$ cat config.mk
export PLATFORM = sky130hd
export DESIGN_NAME = dir_cmd_parser
export DESIGN_NICKNAME = d
export VERILOG_FILES = /design/src/rtl/dir_cmd_parser.sv
export SDC_FILE = /design/constraint.sdc
export NUM_CORES = 1
export LEC_CHECK = 0
export ABC_CLOCK_PERIOD_IN_PS = 1400
export CORE_ASPECT_RATIO = 0.6
export CORE_MARGIN = 4
export CORE_UTILIZATION = 45
export CTS_CLUSTER_DIAMETER = 100
export DETAILED_ROUTE_END_ITERATION = 7
export PLACE_DENSITY = 0.71
export SLEW_MARGIN = 25
export SYNTH_ARGS = -nofsm -noshare
export SYNTH_HDL_FRONTEND = slang
export SYNTH_SLANG_ARGS = --single-unit
$ cat constraint.sdc
create_clock -name clk -period 1.4 [get_ports clk]
set_input_delay 0.28 -clock clk [delete_from_list [all_inputs] [get_ports clk]]
set_output_delay 0.28 -clock clk [all_outputs]
set_load 0.03 [all_outputs]
$ cat src/rtl/dir_cmd_parser.sv
// dir_cmd_parser: assembles received bytes into CMD/DATA write frames for the
// direction-register decoder and emits a one-cycle write strobe per good frame.
// Optional feature macro: DIR_CMD_CHECKSUM_EN adds a CHK byte after DATA
// (expected CHK = CMD ^ DATA ^ 8'hA5).
//
// Handshake: rx_valid is a one-cycle qualifier for rx_data with no back-pressure;
// every pulse is consumed in the cycle it is presented. strob_out and frame_err
// are one-cycle pulses and are never high together.
module dir_cmd_parser #(
    parameter int TIMEOUT = 1000
) (
    input  logic       clk,
    input  logic       rst_n,
    input  logic [7:0] rx_data,
    input  logic       rx_valid,
    output logic [1:0] addr_out,
    output logic       choose_dir_reg,
    output logic       choose_out_reg,
    output logic [7:0] data_out,
    output logic       strob_out,
    output logic       frame_err
);

    localparam int            CW          = $clog2(TIMEOUT + 1);
    localparam logic [CW-1:0] TIMEOUT_CNT = CW'(TIMEOUT);

    typedef enum logic [1:0] {
        IDLE      = 2'd0,
        WAIT_DATA = 2'd1,
`ifdef DIR_CMD_CHECKSUM_EN
        WAIT_CHK  = 2'd2,
`endif
        STROBE    = 2'd3
    } state_t;

    // state_q is the observable FSM state for checkers bound to this block.
    state_t        state_q, state_d;
    logic [CW-1:0] cnt_q, cnt_d;
    logic [1:0]    idx_q;
    logic          dir_q;
    logic          opcode_ok;
    logic          load_cmd;
    logic          commit;
    logic          err;
    logic          timed_out;
    logic [7:0]    commit_data;

`ifdef DIR_CMD_CHECKSUM_EN
    logic [7:0]    cmd_q;
    logic [7:0]    data_q;
    logic          load_data;
    logic          chk_ok;

    assign chk_ok      = (rx_data == (cmd_q ^ data_q ^ 8'hA5));
    assign commit_data = data_q;
`else
    // CMD bits [3:2] are reserved and carry no meaning in this build.
    logic          unused_cmd_bits;

    assign unused_cmd_bits = ^rx_data[3:2];
    assign commit_data     = rx_data;
`endif

    assign opcode_ok = (rx_data[7:4] == 4'h1) || (rx_data[7:4] == 4'h2);
    assign timed_out = (cnt_q == TIMEOUT_CNT);

    // Next-state, inter-byte timeout and datapath control decode.
    always_comb begin
        state_d  = state_q;
        cnt_d    = '0;
        load_cmd = 1'b0;
        commit   = 1'b0;
        err      = 1'b0;
`ifdef DIR_CMD_CHECKSUM_EN
        load_data = 1'b0;
`endif
        case (state_q)
            // STROBE behaves as IDLE so a CMD byte arriving right after a frame is kept.
            IDLE, STROBE: begin
                state_d = IDLE;
                if (rx_valid) begin
                    if (opcode_ok) begin
                        load_cmd = 1'b1;
                        state_d  = WAIT_DATA;
                    end else begin
                        err = 1'b1;
                    end
                end
            end
            WAIT_DATA: begin
                if (rx_valid) begin
`ifdef DIR_CMD_CHECKSUM_EN
                    load_data = 1'b1;
                    state_d   = WAIT_CHK;
`else
                    commit  = 1'b1;
                    state_d = STROBE;
`endif
                end else if (timed_out) begin
                    err     = 1'b1;
                    state_d = IDLE;
                end else begin
                    cnt_d = cnt_q + CW'(1);
                end
            end
`ifdef DIR_CMD_CHECKSUM_EN
            WAIT_CHK: begin
                if (rx_valid) begin
                    if (chk_ok) begin
                        commit  = 1'b1;
                        state_d = STROBE;
                    end else begin
                        err     = 1'b1;
                        state_d = IDLE;
                    end
                end else if (timed_out) begin
                    err     = 1'b1;
                    state_d = IDLE;
                end else begin
                    cnt_d = cnt_q + CW'(1);
                end
            end
`endif
            default: state_d = IDLE;
        endcase
    end

    // FSM state and timeout counter registers.
    always_ff @(posedge clk or negedge rst_n) begin
        if (!rst_n) begin
            state_q <= IDLE;
            cnt_q   <= '0;
        end else begin
            state_q <= state_d;
            cnt_q   <= cnt_d;
        end
    end

    // Frame capture and output registers; outputs move only on a committed frame.
    always_ff @(posedge clk or negedge rst_n) begin
        if (!rst_n) begin
            idx_q          <= '0;
            dir_q          <= 1'b0;
            addr_out       <= '0;
            choose_dir_reg <= 1'b0;
            choose_out_reg <= 1'b0;
            data_out       <= '0;
            strob_out      <= 1'b0;
            frame_err      <= 1'b0;
`ifdef DIR_CMD_CHECKSUM_EN
            cmd_q          <= '0;
            data_q         <= '0;
`endif
        end else begin
            strob_out <= commit;
            frame_err <= err;
            if (load_cmd) begin
                idx_q <= rx_data[1:0];
                dir_q <= (rx_data[7:4] == 4'h1);
`ifdef DIR_CMD_CHECKSUM_EN
                cmd_q <= rx_data;
`endif
            end
`ifdef DIR_CMD_CHECKSUM_EN
            if (load_data) begin
                data_q <= rx_data;
            end
`endif
            if (commit) begin
                addr_out       <= idx_q;
                choose_dir_reg <= dir_q;
                choose_out_reg <= ~dir_q;
                data_out       <= commit_data;
            end
        end
    end

endmodule
==> flow_summary.toml <==
[run_status]
status = "complete, but fails checks"
failed_checks = "negative setup slack"

[cells_and_area]
multiInputGateArea_um2 = 561
final_cells = 184
final_nets = 166
area_growth_pct = 40.0
drive_above_1_share_pct = 30.9
final_common_cell = "dfrtp_1"
regArea_um2 = 727
fin_area_um2 = 1800
largestRegisters = "cnt_q: 10 flops, data_out: 8 flops"
layout_common_cells = "dfrtp_1 (28), dlygate4sd2_1 (14), mux2_2 (11), buf_4 (11), clkdlybuf4s50_1 (10)"
final_util_pct = 69.1
regMostFlops = "cnt_q"
num-fill-cells = 198
largest_reg_flops = 10
n_antenna_cell = 0

[power_and_ir_drop]
fin_total_pwr_mw = 2.79
p_sw_mw = 0.938
leakage_nw = 0.808
vdd_drop_max_mv = 1.02
power_frac_comb_pct = 32.8
p_clk_share_pct = 26.6
switching_share_pct = 33.6
intPower_mw = 1.85
seqPwrFrac_pct = 40.5
power_density_nw_per_um2 = 1550

[yosys]
synth_top_flop_cell = "dfrtp_1"
synth.yosys.seq_area_share_pct = 56.4
syn-instance-count = 108
async_flop_share_pct = 100
synth_nets = 123
ys_ff_latch = 29
synth-edff-count = 0
netlist_area_um2 = 1290
synth_top_cell_by_area = "dfrtp_1"
synth_cell_types = 27
synth.top_cell.area_share_pct = 56.4
ys_top_cells_by_area = "dfrtp_1 (56%), mux2_2 (11%), ha_1 (3.9%), a21oi_1 (3.1%), inv_1 (2.0%)"
ys_warn_count = 0
syn_avg_cell_area_um2 = 11.9

[placed_design]
place_area_um2 = 1630
dpl.cell_count = 170
port_buffers = 24
pre_cts_ws_ps = -198
gp_congestion = 0.784
dp_hpwl_um = 1980

[worst_setup_path]
worstPathArrival_ps = 1630
worstSetupStartpoint = "state_q[1]"
crit_required_ps = 1560
regToRegStartpoint = "state_q[1]"
crit_path_end_kind = "flip-flop"
startpoint_type = "flip-flop"
crit_type = "flip-flop to flip-flop"
cp_max_fo = 2

[clock_tree]
insertion_delay_ps = 280
path_clk_slew_ps = 60
tritoncts = "built"
clkSinkCount = 29
cts_buffer_depth = 2
cts_root_buf = "clkbuf_8"
numCtsBuffers = 5
htreeDepth = 2

[global_routing]
grt_usage_pct = 16.9
grt_util_met1_pct = 20.2
overflow = 0
antenna_found_initial = 0
groute.layer.met3.usage_pct = 7.20
met2_usage_pct = 26.7
grt_pass1_vias = 993
grt_pass1_wl_um = 4830
top_usage_layer = "met2"
grt_max_degree = 30

[routing]
drc_errors = 0
first_iter_violations = 58
wire_per_inst_um = 16.1
wl_um = 2960
viasPerCell = 5.45
vias = 1002
drtPass1Iterations = 4
ant_nets = 0

[sta]
whs_ps = 366
final-max-slew-violation-count = 0
clock.fmax_mhz = 679
max_slew_margin_pct = 78.6
fin_crit_sh_pct = 105
rsz0062_at_grt = "true"
tightest_slew_ps = 322
setup_slack_ps = -73.1
finalSetupTns_ps = -497
skew_ps = 4.72
final-setup-viol-count = 14
min_period_ps = 1470
hold_violations = 0

[die]
top_level_ports = 25
rows = 14
chipHeight_um = 49.4
fp.dieW_um = 77.1
start_util_pct = 49.3
die_area_um2 = 3810
coreArea_um2 = 2610

[worst_hold_path]
hp-class = "input port to async pin"

[job]
maxCapViolations = 0
repair_timing:
| item | 4_1_cts | 5_1_grt |
|---|---|---|
| gates resized for setup | 19 | 4 |
| hold buffers | 0 | 0 |
| endpoints found under the setup margin | 20 | 22 |
| pin swaps | 3 | 2 |
| buffers inserted | 1 | 5 |
critical path: stages, from the launching register on:
cell and delay [ps]:
dfrtp_1 420, ha_4 290, and4bb_2 250, nand2_2 80, mux2_4 310
per-layer routing:
metal  share of wire [%]  vias to the layer above  wire length, um
met5                   0                        -                0
met4                 1.9                        0               55
met3                 6.2                        9              184
met2                  46                       33             1360
met1                  46                      489             1360
li1                    -                      471                -
layout make-up:
type                       count  share of cell area (%)
clock buffer                   7                    5.34
clock inverter                 1                   0.278
inverter                       7                    1.46
multi-input combinational     70                    31.1
sequential                    29                    40.3
tap                           32                    2.22
timing repair buffer          38                    19.3
power by group through the flow:
stage	Clock (mW)	Sequential, mW	Combinational [mW]
6_report	0.744	1.13	0.917
5_1_grt	0.821	1.16	0.983
4_1_cts	0.761	1.14	0.921
3_5_place_dp	0	1.15	1.03
3_3_place_gp	0	1.14	1.02
2_1_floorplan	0	1.48	0.221
logic make-up (layout without fill, tap and decap cells):
family	Yosys count	in the layout	synth area share (%)
and+or+nand+nor	30	30	13.7
AOI/OAI and AO/OA	19	19	8.65
adders and majority gates	4	4	3.89
DFF	29	29	56.4
xor gates and xnor gates	4	4	2.72
muxes	13	13	11.4
buffers and inverters	9	53	3.30
Yosys cell counts (all sizes together), types with 2 or more instances:
library cell and instances:
inv 7, o21ai 5, xor2 3, a21oi 8, nand3 4, nand4 3, or4 2, mux2 13
dfrtp 29, buf 2, nand2 6, or3 3, nor2 6, and4bb 2, ha 4, nand2b 2
o31ai 2
worst paths after layout:
check	end	slack [ps]	cells past startpoint
worst max-delay path	idx_q[0]	-70	4
worst min-delay path	cnt_q[1]	370	2
worst max register to register	idx_q[0]	-70	4
worst min register to register	choose_out_reg	470	2
max in group asynchronous	cnt_q[5]	860	2
min in group clk	choose_out_reg	470	2
(Power assumes the default switching activity.)
